File: src/rtl/detector_pulsaciones.sv
// Classifies debounced button presses as short or long and emits auto-repeat
// strobes while a long press is held. All strobes are registered and one-hot.
module detector_pulsaciones #(
    parameter int LARGO_CICLOS      = 8,
    parameter int REPETICION_CICLOS = 4,
    parameter int ANCHO_CONT        = 24
) (
    input  logic clk,
    input  logic reset,
    input  logic dato_entrada,
    output logic presionado,
    output logic pulso_corto,
    output logic pulso_largo,
    output logic pulso_repeticion
);

    typedef enum logic [1:0] {
        REPOSO     = 2'd0,
        PRESIONADO = 2'd1,
        LARGO      = 2'd2
    } estado_t;

    localparam logic [ANCHO_CONT-1:0] LARGO_FIN = ANCHO_CONT'(LARGO_CICLOS - 1);
    localparam logic [ANCHO_CONT-1:0] REP_FIN   = ANCHO_CONT'(REPETICION_CICLOS - 1);
    localparam logic [ANCHO_CONT-1:0] UNO       = ANCHO_CONT'(1);
    localparam logic [ANCHO_CONT-1:0] CERO      = '0;

    estado_t               estado, estado_sig;
    logic [ANCHO_CONT-1:0] cont, cont_sig;
    logic                  entrada_r;
    logic                  corto_sig, largo_sig, repeticion_sig;

    assign presionado = entrada_r;

    always_ff @(posedge clk or posedge reset) begin
        if (reset) begin
            estado           <= REPOSO;
            cont             <= CERO;
            entrada_r        <= 1'b0;
            pulso_corto      <= 1'b0;
            pulso_largo      <= 1'b0;
            pulso_repeticion <= 1'b0;
        end else begin
            estado           <= estado_sig;
            cont             <= cont_sig;
            entrada_r        <= dato_entrada;
            pulso_corto      <= corto_sig;
            pulso_largo      <= largo_sig;
            pulso_repeticion <= repeticion_sig;
        end
    end

    always_comb begin
        estado_sig     = estado;
        cont_sig       = cont;
        corto_sig      = 1'b0;
        largo_sig      = 1'b0;
        repeticion_sig = 1'b0;
        case (estado)
            REPOSO: begin
                if (entrada_r) begin
                    estado_sig = PRESIONADO;
                    cont_sig   = UNO;
                end else begin
                    cont_sig   = CERO;
                end
            end
            PRESIONADO: begin
                if (!entrada_r) begin
                    corto_sig  = 1'b1;
                    estado_sig = REPOSO;
                    cont_sig   = CERO;
                end else if (cont == LARGO_FIN) begin
                    // Repeat period is measured from the long strobe itself,
                    // so the first repeat lands REPETICION_CICLOS after it.
                    largo_sig  = 1'b1;
                    estado_sig = LARGO;
                    cont_sig   = CERO;
                end else begin
                    cont_sig   = cont + UNO;
                end
            end
            LARGO: begin
                if (!entrada_r) begin
                    estado_sig = REPOSO;
                    cont_sig   = CERO;
                end else if (cont == REP_FIN) begin
                    repeticion_sig = 1'b1;
                    cont_sig       = CERO;
                end else begin
                    cont_sig       = cont + UNO;
                end
            end
            default: begin
                estado_sig = REPOSO;
                cont_sig   = CERO;
            end
        endcase
    end

endmodule

File: config.mk
export PLATFORM = sky130hd
export DESIGN_NAME = detector_pulsaciones
export DESIGN_NICKNAME = d
export VERILOG_FILES = /design/src/rtl/detector_pulsaciones.sv
export SDC_FILE = /design/constraint.sdc
export NUM_CORES = 1
export LEC_CHECK = 0
export CORE_MARGIN = 2
export CORE_UTILIZATION = 48
export CTS_CLUSTER_SIZE = 40
export DETAILED_ROUTE_END_ITERATION = 8
export GPL_ROUTABILITY_DRIVEN = 0
export PLACE_DENSITY = 0.66
export SLEW_MARGIN = 10
export SYNTH_ARGS = -nofsm -noshare
export SYNTH_HDL_FRONTEND = slang
export SYNTH_SLANG_ARGS = --single-unit
File: constraint.sdc
create_clock -name clk -period 3.7 [get_ports clk]
set_input_delay 1.11 -clock clk [delete_from_list [all_inputs] [get_ports clk]]
set_output_delay 1.11 -clock clk [all_outputs]
set_load 0.01 [all_outputs]
==> report_table.html, run 1 <==
<table>
<tr><th>Metric</th><th>Value</th></tr>
<tr><th colspan="2">Route</th></tr>
<tr><td>Iteration-0 DRC Markers</td><td>46</td></tr>
<tr><td>Total number of vias</td><td>approximately 1,300</td></tr>
<tr><td>Avg WL per Cell</td><td>between 15 and 20 µm</td></tr>
<tr><td>Final routed DRC violation total</td><td>0</td></tr>
<tr><td>Via/cell ratio</td><td>6.01</td></tr>
<tr><td>First-pass iteration count of the detailed router</td><td>4</td></tr>
<tr><td>Drt total wl</td><td>between 3000 and 4000 µm</td></tr>
<tr><td>Remaining antenna violation count</td><td>0</td></tr>
<tr><th colspan="2">CTS</th></tr>
<tr><td>Num CTS Buffers</td><td>5</td></tr>
<tr><td>Count of hold buffers inserted by post-cts repair</td><td>0</td></tr>
<tr><td>Worst-skew pair later-pin latency</td><td>roughly 0.32 ns</td></tr>
<tr><td>Clock tree from TritonCTS</td><td>yes</td></tr>
<tr><td>CTS-repair resized insts</td><td>0</td></tr>
<tr><td>Clock input transition at the sequential cells of the worst setup and hold paths</td><td>0.08 ns</td></tr>
<tr><td>Number of sinks handled by clock tree synthesis</td><td>30</td></tr>
<tr><td>Number of buffers added for setup after CTS</td><td>0</td></tr>
<tr><td>Level count of the clock H-tree</td><td>2</td></tr>
<tr><td>Clock root cell</td><td>sky130_fd_sc_hd__clkbuf_4</td></tr>
<tr><td>Maximum number of buffers from clock root to sink</td><td>2</td></tr>
<tr><th colspan="2">Die</th></tr>
<tr><td>Die ar.</td><td>3880 µm²</td></tr>
<tr><td>Horizontal extent of the die</td><td>62.3 µm</td></tr>
<tr><td>Die boundary height</td><td>62.3 µm</td></tr>
<tr><td>I/O pin cnt</td><td>7</td></tr>
<tr><td>Core region area</td><td>around 3300 µm²</td></tr>
<tr><td>Initial core utilization</td><td>0.496</td></tr>
<tr><td>Cell row count</td><td>21</td></tr>
<tr><th colspan="2">STA</th></tr>
<tr><td>Fin worst setup slack</td><td>~1.2 ns</td></tr>
<tr><td>Hold Violations, Final</td><td>0</td></tr>
<tr><td>Unrepaired setup endpoints after global routing</td><td>false</td></tr>
<tr><td>Worst slew slack as a fraction of its limit</td><td>0.484</td></tr>
<tr><td>Setup violation total in the final timing report</td><td>0</td></tr>
<tr><td>Crit share post-route</td><td>0.678</td></tr>
<tr><td>Post-layout minimum cycle time</td><td>2.51 ns</td></tr>
<tr><td>Final Max Tran Viols</td><td>0</td></tr>
<tr><td>Final worst clock skew</td><td>~0.0097 ns</td></tr>
<tr><td>Slew @ Worst Pin</td><td>0.773 ns</td></tr>
<tr><td>Final-layout setup total negative slack</td><td>0 ns</td></tr>
<tr><td>Fmax</td><td>roughly 400 MHz</td></tr>
<tr><th colspan="2">Synthesis</th></tr>
<tr><td>Number of library cell types mapped by synthesis</td><td>40</td></tr>
<tr><td>Share of flip-flops with an asynchronous set or reset after synthesis</td><td>1.00</td></tr>
<tr><td>Combined area of all synthesized cells</td><td>1630 µm²</td></tr>
<tr><td>Area share of the largest cell type after synthesis</td><td>0.461</td></tr>
<tr><td>Warning count from the yosys run</td><td>0</td></tr>
<tr><td>Mean Syn Cell Area</td><td>a little over 10 µm²</td></tr>
<tr><td>Post-synth top area cell</td><td>sky130_fd_sc_hd__dfrtp_1</td></tr>
<tr><td>Most instantiated library cell after synthesis</td><td>sky130_fd_sc_hd__dfrtp_1</td></tr>
<tr><td>EDFF count, synth</td><td>0</td></tr>
<tr><td>Number of cells produced by synthesis</td><td>between 150 and 200</td></tr>
<tr><td>Top cell types by occurrence after synthesis</td><td>sky130_fd_sc_hd__dfrtp_1 (30), sky130_fd_sc_hd__a21oi_1 (12), sky130_fd_sc_hd__a22oi_1 (9), sky130_fd_sc_hd__nand3_1 (9), sky130_fd_sc_hd__xor2_1 (9)</td></tr>
<tr><td>Syn Nets</td><td>roughly 160</td></tr>
<tr><td>Yosys reg bits</td><td>30</td></tr>
<tr><td>Leading post-synthesis cells by cell area</td><td>sky130_fd_sc_hd__dfrtp_1 (46%), sky130_fd_sc_hd__xor2_1 (4.8%), sky130_fd_sc_hd__a22oi_1 (4.1%)</td></tr>
<tr><td>Part of the Yosys area used for sequential elements</td><td>0.461</td></tr>
<tr><td>Top flip-flop cell by instance count after synthesis</td><td>sky130_fd_sc_hd__dfrtp_1</td></tr>
<tr><th colspan="2">Pwr</th></tr>
<tr><td>Leakage Power</td><td>0.708 nW</td></tr>
<tr><td>Highest ir drop seen on vdd</td><td>roughly 0.00021 V</td></tr>
<tr><td>Power density over the cells</td><td>310 nW/µm²</td></tr>
<tr><th colspan="2">Final layout</th></tr>
<tr><td>Number of inserted diodes</td><td>0</td></tr>
<tr><td>Ratio of cells with drive above 1 in the final layout</td><td>0.114</td></tr>
<tr><td>Fin util</td><td>0.534</td></tr>
<tr><td>Area growth from synthesis to final layout</td><td>7.60%</td></tr>
<tr><td>Post-layout nets</td><td>approximately 170</td></tr>
<tr><th colspan="2">Placement</th></tr>
<tr><td>Port bufs</td><td>6</td></tr>
<tr><td>Setup Slack @ Placement</td><td>1.42 ns</td></tr>
<tr><td>HPWL after DPL</td><td>2330 µm</td></tr>
<tr><th colspan="2">Worst setup path</th></tr>
<tr><td>Worst setup slack for register-to-register paths</td><td>roughly 1.4 ns</td></tr>
<tr><td>Worst path max stage delay</td><td>0.59 ns</td></tr>
<tr><td>Setup CP Type</td><td>reg -&gt; out</td></tr>
<tr><td>CP Capture Type</td><td>primary output</td></tr>
<tr><td>Critical path arrival</td><td>1.40 ns</td></tr>
<tr><td>Timing startpoint of the critical path</td><td>presionado</td></tr>
<tr><td>Required @ worst endpoint</td><td>~2.6 ns</td></tr>
<tr><td>Maximum net fanout on the critical path</td><td>9</td></tr>
<tr><td>Category of the worst setup path launch point</td><td>register</td></tr>
<tr><td>Worst r2r src</td><td>cont[6]</td></tr>
<tr><td>Worst path cell trace</td><td>clkdlybuf4s50_1</td></tr>
<tr><td>Slowest cell on the critical path</td><td>sky130_fd_sc_hd__clkdlybuf4s50_1</td></tr>
<tr><td>Buf+Inv Stages, Crit Path</td><td>1</td></tr>
<tr><td>Kind of cell adding the most delay to the critical path</td><td>buffers and inverters</td></tr>
<tr><th colspan="2">Global route</th></tr>
<tr><td>First-pass GRT wire length</td><td>6000 µm</td></tr>
<tr><td>Vias in the first global route</td><td>1,259</td></tr>
<tr><td>Total overflow reported by the global router</td><td>0</td></tr>
<tr><td>Total routing usage reported by global routing</td><td>0.193</td></tr>
<tr><td>Largest net degree at the start of global routing</td><td>31</td></tr>
<tr><td>Number of antenna violations at the first check in global routing</td><td>0</td></tr>
<tr><th colspan="2">Hold path</th></tr>
<tr><td>Hold crit path type</td><td>reg -&gt; reg</td></tr>
<tr><td>Hold_sp</td><td>estado[0]</td></tr>
<tr><th colspan="2">Run</th></tr>
<tr><td>Max Cap Viol</td><td>0</td></tr>
<tr><th colspan="2">Status</th></tr>
<tr><td>Result of the run</td><td>complete, no violations</td></tr>
</table>
[registers in the layout (all words and copies together) (netlist names)]
name / count
estado: 2
pulso_largo: 1
pulso_corto: 1
presionado: 1
pulso_repeticion: 1
cont: 24
[through the flow]
stage | hold WS (ns) | power [mW] | cells | instance area, µm²
3_3_place_gp | 0.527 | 0.374 | 205 | 1710
3_5_place_dp | 0.534 | 0.375 | 205 | 1710
6_report | 0.541 | 0.543 | 212 | 1750
4_1_cts | 0.546 | 0.550 | 212 | 1750
2_1_floorplan | 0.487 | 0.363 | 158 | 1630
5_1_grt | 0.567 | 0.568 | 212 | 1750
[routing by layer]
metal / GRT usage / vias to the layer above / wire length [µm]
met5: 0 / - / 0
met4: 0.0778 / 0 / 53
met3: 0.0435 / 6 / 104
met2: 0.311 / 23 / 1620
met1: 0.254 / 628 / 1560
li1: - / 617 / -
[logic make-up (layout without fill, tap and decap cells)]
logic type	count (synthesis)	after routing	synth area share
adder cells (fa/ha/maj)	2	2	0.0154
buffers and inverters	12	20	0.0468
flip-flops	30	30	0.461
AND/OR/NAND/NOR	63	63	0.253
AO/OA/AOI/OAI	40	40	0.165
XOR/XNOR	11	11	0.0591
[worst paths after layout]
check | to | depth (start not counted)
hold reg to reg | estado[0] | 1
max in group asynchronous | cont[8] | 3
setup reg to reg | cont[20] | 5
min in group asynchronous | cont[23] | 3
setup / recovery | presionado | 1
hold / removal | estado[0] | 1
[layout make-up]
type / count / area [µm²]
Timing Repair Buffer: 9 / 82.6
Fill cell: 299 / 1530
Multi-Input combinational cell: 116 / 802
Clock buffer: 7 / 45.0
Inverter: 4 / 15.0
Tap cell: 46 / 57.6
Sequential cell: 30 / 751
[layout by cell type (no fill, tap or decap), drive strengths merged]
| master | netlist | final |
|---|---|---|
| and2b | 1 | 1 |
| nor3b | 1 | 1 |
| a21boi | 1 | 1 |
| inv | 4 | 4 |
| ha | 2 | 2 |
| o21ai | 6 | 6 |
| clkbuf | 0 | 7 |
| nor2b | 2 | 2 |
| clkdlybuf4s50 | 0 | 6 |
| xor2 | 9 | 9 |
| dfrtp | 30 | 30 |
| o21bai | 1 | 1 |
| or2 | 1 | 1 |
| and2 | 3 | 3 |
| nor3 | 4 | 4 |
| a22oi | 10 | 10 |
| nand4 | 9 | 9 |
| xnor2 | 2 | 2 |
| o21a | 2 | 2 |
| nor2 | 2 | 2 |
| o311ai | 1 | 1 |
| nand2b | 2 | 2 |
| nand2 | 8 | 8 |
| a21oi | 12 | 12 |
| nand3 | 9 | 9 |
| or4 | 5 | 5 |
| o2bb2a | 1 | 1 |
| and4 | 3 | 3 |
| or3 | 5 | 5 |
| and3 | 1 | 1 |
| o31ai | 6 | 6 |
| nor4 | 6 | 6 |
| or3b | 1 | 1 |
| buf | 8 | 3 |
[power by group]
| group | internal (mW) | switching [mW] | total, mW | leakage (nW) |
|---|---|---|---|---|
| Clock | 0.0715 | 0.103 | 0.175 | 0.0254 |
| Combinational | 0.0120 | 0.0189 | 0.0309 | 0.272 |
| Sequential | 0.332 | 0.00534 | 0.337 | 0.411 |
Power figures use the tool's default switching activity.
==> inputs of run 2 (changes only) <==
==> constraint.sdc (replaced) <==
create_clock -name clk -period 2.5 [get_ports clk]
set_input_delay 0.75 -clock clk [delete_from_list [all_inputs] [get_ports clk]]
set_output_delay 0.75 -clock clk [all_outputs]
set_load 0.01 [all_outputs]
==> report_table.html, run 2 (synthesized netlist as in run 1, its figures left out) <==
<table>
<tr><th>Metric</th><th>Value</th></tr>
<tr><th colspan="2">Status</th></tr>
<tr><td>Result of the run</td><td>complete, no violations</td></tr>
<tr><th colspan="2">Pwr</th></tr>
<tr><td>Switching Fraction</td><td>0.236</td></tr>
<tr><td>Sequential Power Share</td><td>0.591</td></tr>
<tr><td>Highest ir drop seen on vdd</td><td>0.000266 V</td></tr>
<tr><td>Part of the power in the clock network</td><td>0.355</td></tr>
<tr><td>Leakage Power</td><td>0.718 nW</td></tr>
<tr><td>Power density over the cells</td><td>478 nW/µm²</td></tr>
<tr><td>Switching component of the power</td><td>approximately 0.20 mW</td></tr>
<tr><td>Cell Int Power</td><td>0.645 mW</td></tr>
<tr><td>Gate power share</td><td>0.054</td></tr>
<tr><th colspan="2">Final layout</th></tr>
<tr><td>Final non-filler cell total</td><td>between 200 and 250</td></tr>
<tr><td># fillers</td><td>303</td></tr>
<tr><td>Max FFs per register</td><td>24</td></tr>
<tr><td>Area growth from synthesis to final layout</td><td>8.53%</td></tr>
<tr><td>Top library cells by usage in the layout, fill and taps aside</td><td>sky130_fd_sc_hd__dfrtp_1 (30), sky130_fd_sc_hd__a21oi_1 (12), sky130_fd_sc_hd__nand3_1 (9), sky130_fd_sc_hd__a22oi_1 (9), sky130_fd_sc_hd__xor2_1 (9)</td></tr>
<tr><td>Number of inserted diodes</td><td>0</td></tr>
<tr><td>Most flops, register</td><td>cont</td></tr>
<tr><td>Ratio of cells with drive above 1 in the final layout</td><td>0.126</td></tr>
<tr><td>Post-layout nets</td><td>171</td></tr>
<tr><td>Fin util</td><td>0.538</td></tr>
<tr><td>Commonest non-fill, non-tap cell in the layout</td><td>sky130_fd_sc_hd__dfrtp_1</td></tr>
<tr><td>Largest registers in the final layout</td><td>cont x24, estado x2</td></tr>
<tr><th colspan="2">CTS</th></tr>
<tr><td>CTS-repair resized insts</td><td>0</td></tr>
<tr><td>Level count of the clock H-tree</td><td>2</td></tr>
<tr><td>Clock tree from TritonCTS</td><td>yes</td></tr>
<tr><td>Clock input transition at the sequential cells of the worst setup and hold paths</td><td>0.09 ns</td></tr>
<tr><td>Number of buffers added for setup after CTS</td><td>0</td></tr>
<tr><td>Num CTS Buffers</td><td>5</td></tr>
<tr><td>Count of hold buffers inserted by post-cts repair</td><td>0</td></tr>
<tr><td>Clock root cell</td><td>sky130_fd_sc_hd__clkbuf_4</td></tr>
<tr><td>Worst-skew pair later-pin latency</td><td>0.33 ns</td></tr>
<tr><td>Number of sinks handled by clock tree synthesis</td><td>30</td></tr>
<tr><td>Maximum number of buffers from clock root to sink</td><td>2</td></tr>
<tr><th colspan="2">Global route</th></tr>
<tr><td>First-pass GRT wire length</td><td>6000 µm</td></tr>
<tr><td>Number of antenna violations at the first check in global routing</td><td>0</td></tr>
<tr><td>Largest net degree at the start of global routing</td><td>31</td></tr>
<tr><td>Total routing usage reported by global routing</td><td>0.194</td></tr>
<tr><td>Total overflow reported by the global router</td><td>0</td></tr>
<tr><td>Vias in the first global route</td><td>1,298</td></tr>
<tr><th colspan="2">Worst setup path</th></tr>
<tr><td>Worst path max stage delay</td><td>0.59 ns</td></tr>
<tr><td>Required @ worst endpoint</td><td>1.75 ns</td></tr>
<tr><td>CP Capture Type</td><td>primary output</td></tr>
<tr><td>Setup CP Type</td><td>reg -&gt; out</td></tr>
<tr><td>Kind of cell adding the most delay to the critical path</td><td>buffers and inverters</td></tr>
<tr><td>Maximum net fanout on the critical path</td><td>9</td></tr>
<tr><td>Buf+Inv Stages, Crit Path</td><td>1</td></tr>
<tr><td>Worst path cell trace</td><td>clkdlybuf4s50_1</td></tr>
<tr><td>Category of the worst setup path launch point</td><td>register</td></tr>
<tr><td>Critical path arrival</td><td>~1.4 ns</td></tr>
<tr><td>Slowest cell on the critical path</td><td>sky130_fd_sc_hd__clkdlybuf4s50_1</td></tr>
<tr><th colspan="2">STA</th></tr>
<tr><td>Final worst hold slack</td><td>0.546 ns</td></tr>
<tr><td>Final worst clock skew</td><td>0.00719 ns</td></tr>
<tr><td>Final Max Tran Viols</td><td>0</td></tr>
<tr><td>Fin worst setup slack</td><td>0.358 ns</td></tr>
<tr><td>Worst slew slack as a fraction of its limit</td><td>0.728</td></tr>
<tr><td>Crit share post-route</td><td>0.857</td></tr>
<tr><td>Fmax</td><td>between 400 and 500 MHz</td></tr>
<tr><td>Final-layout setup total negative slack</td><td>0 ns</td></tr>
<tr><td>Slew @ Worst Pin</td><td>about 0.40 ns</td></tr>
<tr><td>Unrepaired setup endpoints after global routing</td><td>false</td></tr>
<tr><td>Post-layout minimum cycle time</td><td>~2.1 ns</td></tr>
<tr><td>Hold Violations, Final</td><td>0</td></tr>
<tr><td>Setup violation total in the final timing report</td><td>0</td></tr>
<tr><th colspan="2">Run</th></tr>
<tr><td>Max Cap Viol</td><td>0</td></tr>
<tr><th colspan="2">Die</th></tr>
<tr><td>Die ar.</td><td>3880 µm²</td></tr>
<tr><td>Horizontal extent of the die</td><td>approximately 62 µm</td></tr>
<tr><td>Die boundary height</td><td>62.3 µm</td></tr>
<tr><td>I/O pin cnt</td><td>7</td></tr>
<tr><td>Core region area</td><td>3280 µm²</td></tr>
<tr><td>Cell row count</td><td>21</td></tr>
<tr><td>Initial core utilization</td><td>0.496</td></tr>
<tr><th colspan="2">Placement</th></tr>
<tr><td>HPWL after DPL</td><td>2240 µm</td></tr>
<tr><td>Placed cell count</td><td>205</td></tr>
<tr><td>Setup Slack @ Placement</td><td>roughly 0.54 ns</td></tr>
<tr><td>Port bufs</td><td>6</td></tr>
<tr><th colspan="2">Route</th></tr>
<tr><td>Iteration-0 DRC Markers</td><td>31</td></tr>
<tr><td>Drt total wl</td><td>3300 µm</td></tr>
<tr><td>Remaining antenna violation count</td><td>0</td></tr>
<tr><td>Avg WL per Cell</td><td>about 16 µm</td></tr>
<tr><td>Via/cell ratio</td><td>between 5 and 6</td></tr>
<tr><td>Final routed DRC violation total</td><td>0</td></tr>
<tr><td>Total number of vias</td><td>1,268</td></tr>
<tr><td>First-pass iteration count of the detailed router</td><td>5</td></tr>
<tr><th colspan="2">Hold path</th></tr>
<tr><td>Hold crit path type</td><td>reg -&gt; reg</td></tr>
</table>
==> run 2: power groups by stage <==
| stage | combinational (mW) | clock (mW) | sequential, mW |
|---|---|---|---|
| floorplan | 0.0308 | 0 | 0.507 |
| detailed placement | 0.0470 | 0 | 0.508 |
| global placement | 0.0468 | 0 | 0.507 |
| finish | 0.0459 | 0.299 | 0.499 |
| global route | 0.0525 | 0.332 | 0.500 |
| CTS | 0.0473 | 0.309 | 0.499 |
==> run 2: area by class of cell <==
| class | instances | area (µm²) | share of cell area |
|---|---|---|---|
| multi-input cells | 116 | 802 | 0.454 |
| inverters | 4 | 15.0 | 0.00849 |
| repair buffers | 9 | 82.6 | 0.0467 |
| clock inverters | 1 | 5.00 | 0.00283 |
| clock buffers | 7 | 55.1 | 0.0311 |
| flip-flops and latches | 30 | 751 | 0.425 |
| well taps | 46 | 57.6 | 0.0326 |
==> run 2: per-layer routing <==
layer | share of wire | vias to the layer above | track usage
met2 | 0.48 | 20 | 0.321
met3 | 0.030 | 7 | 0.0435
li1 | - | 616 | -
met4 | 0.018 | 0 | 0.0694
met1 | 0.47 | 625 | 0.251
met5 | 0 | - | 0
==> run 2: path summary, 6_finish.rpt <==
path | slack, ns | start | end | cells after the start
max | 0.36 | presionado | presionado | 1
min in group asynchronous | 0.78 | reset | cont[22] | 3
min | 0.55 | estado[0] | estado[0] | 1
min reg2reg | 0.55 | estado[0] | estado[0] | 1
max in group asynchronous | 1.44 | reset | cont[9] | 3
max reg2reg | 0.51 | cont[2] | cont[20] | 4
==> run 2: worst reg2reg max path: cells and delay by family, from the launching register on <==
| family | cells | cell delay, ns |
|---|---|---|
| AO/OA/AOI/OAI | 1 | 0.18 |
| AND/OR/NAND/NOR | 3 | 1.26 |
| flip-flops | 1 | 0.47 |
==> run 2: metrics by stage <==
| stage | total power [mW] | cell area (µm²) |
|---|---|---|
| 6_report | 0.844 | 1770 |
| 5_1_grt | 0.885 | 1770 |
| 4_1_cts | 0.856 | 1770 |
| 3_5_place_dp | 0.555 | 1710 |
| 3_3_place_gp | 0.554 | 1710 |
| 2_1_floorplan | 0.538 | 1630 |
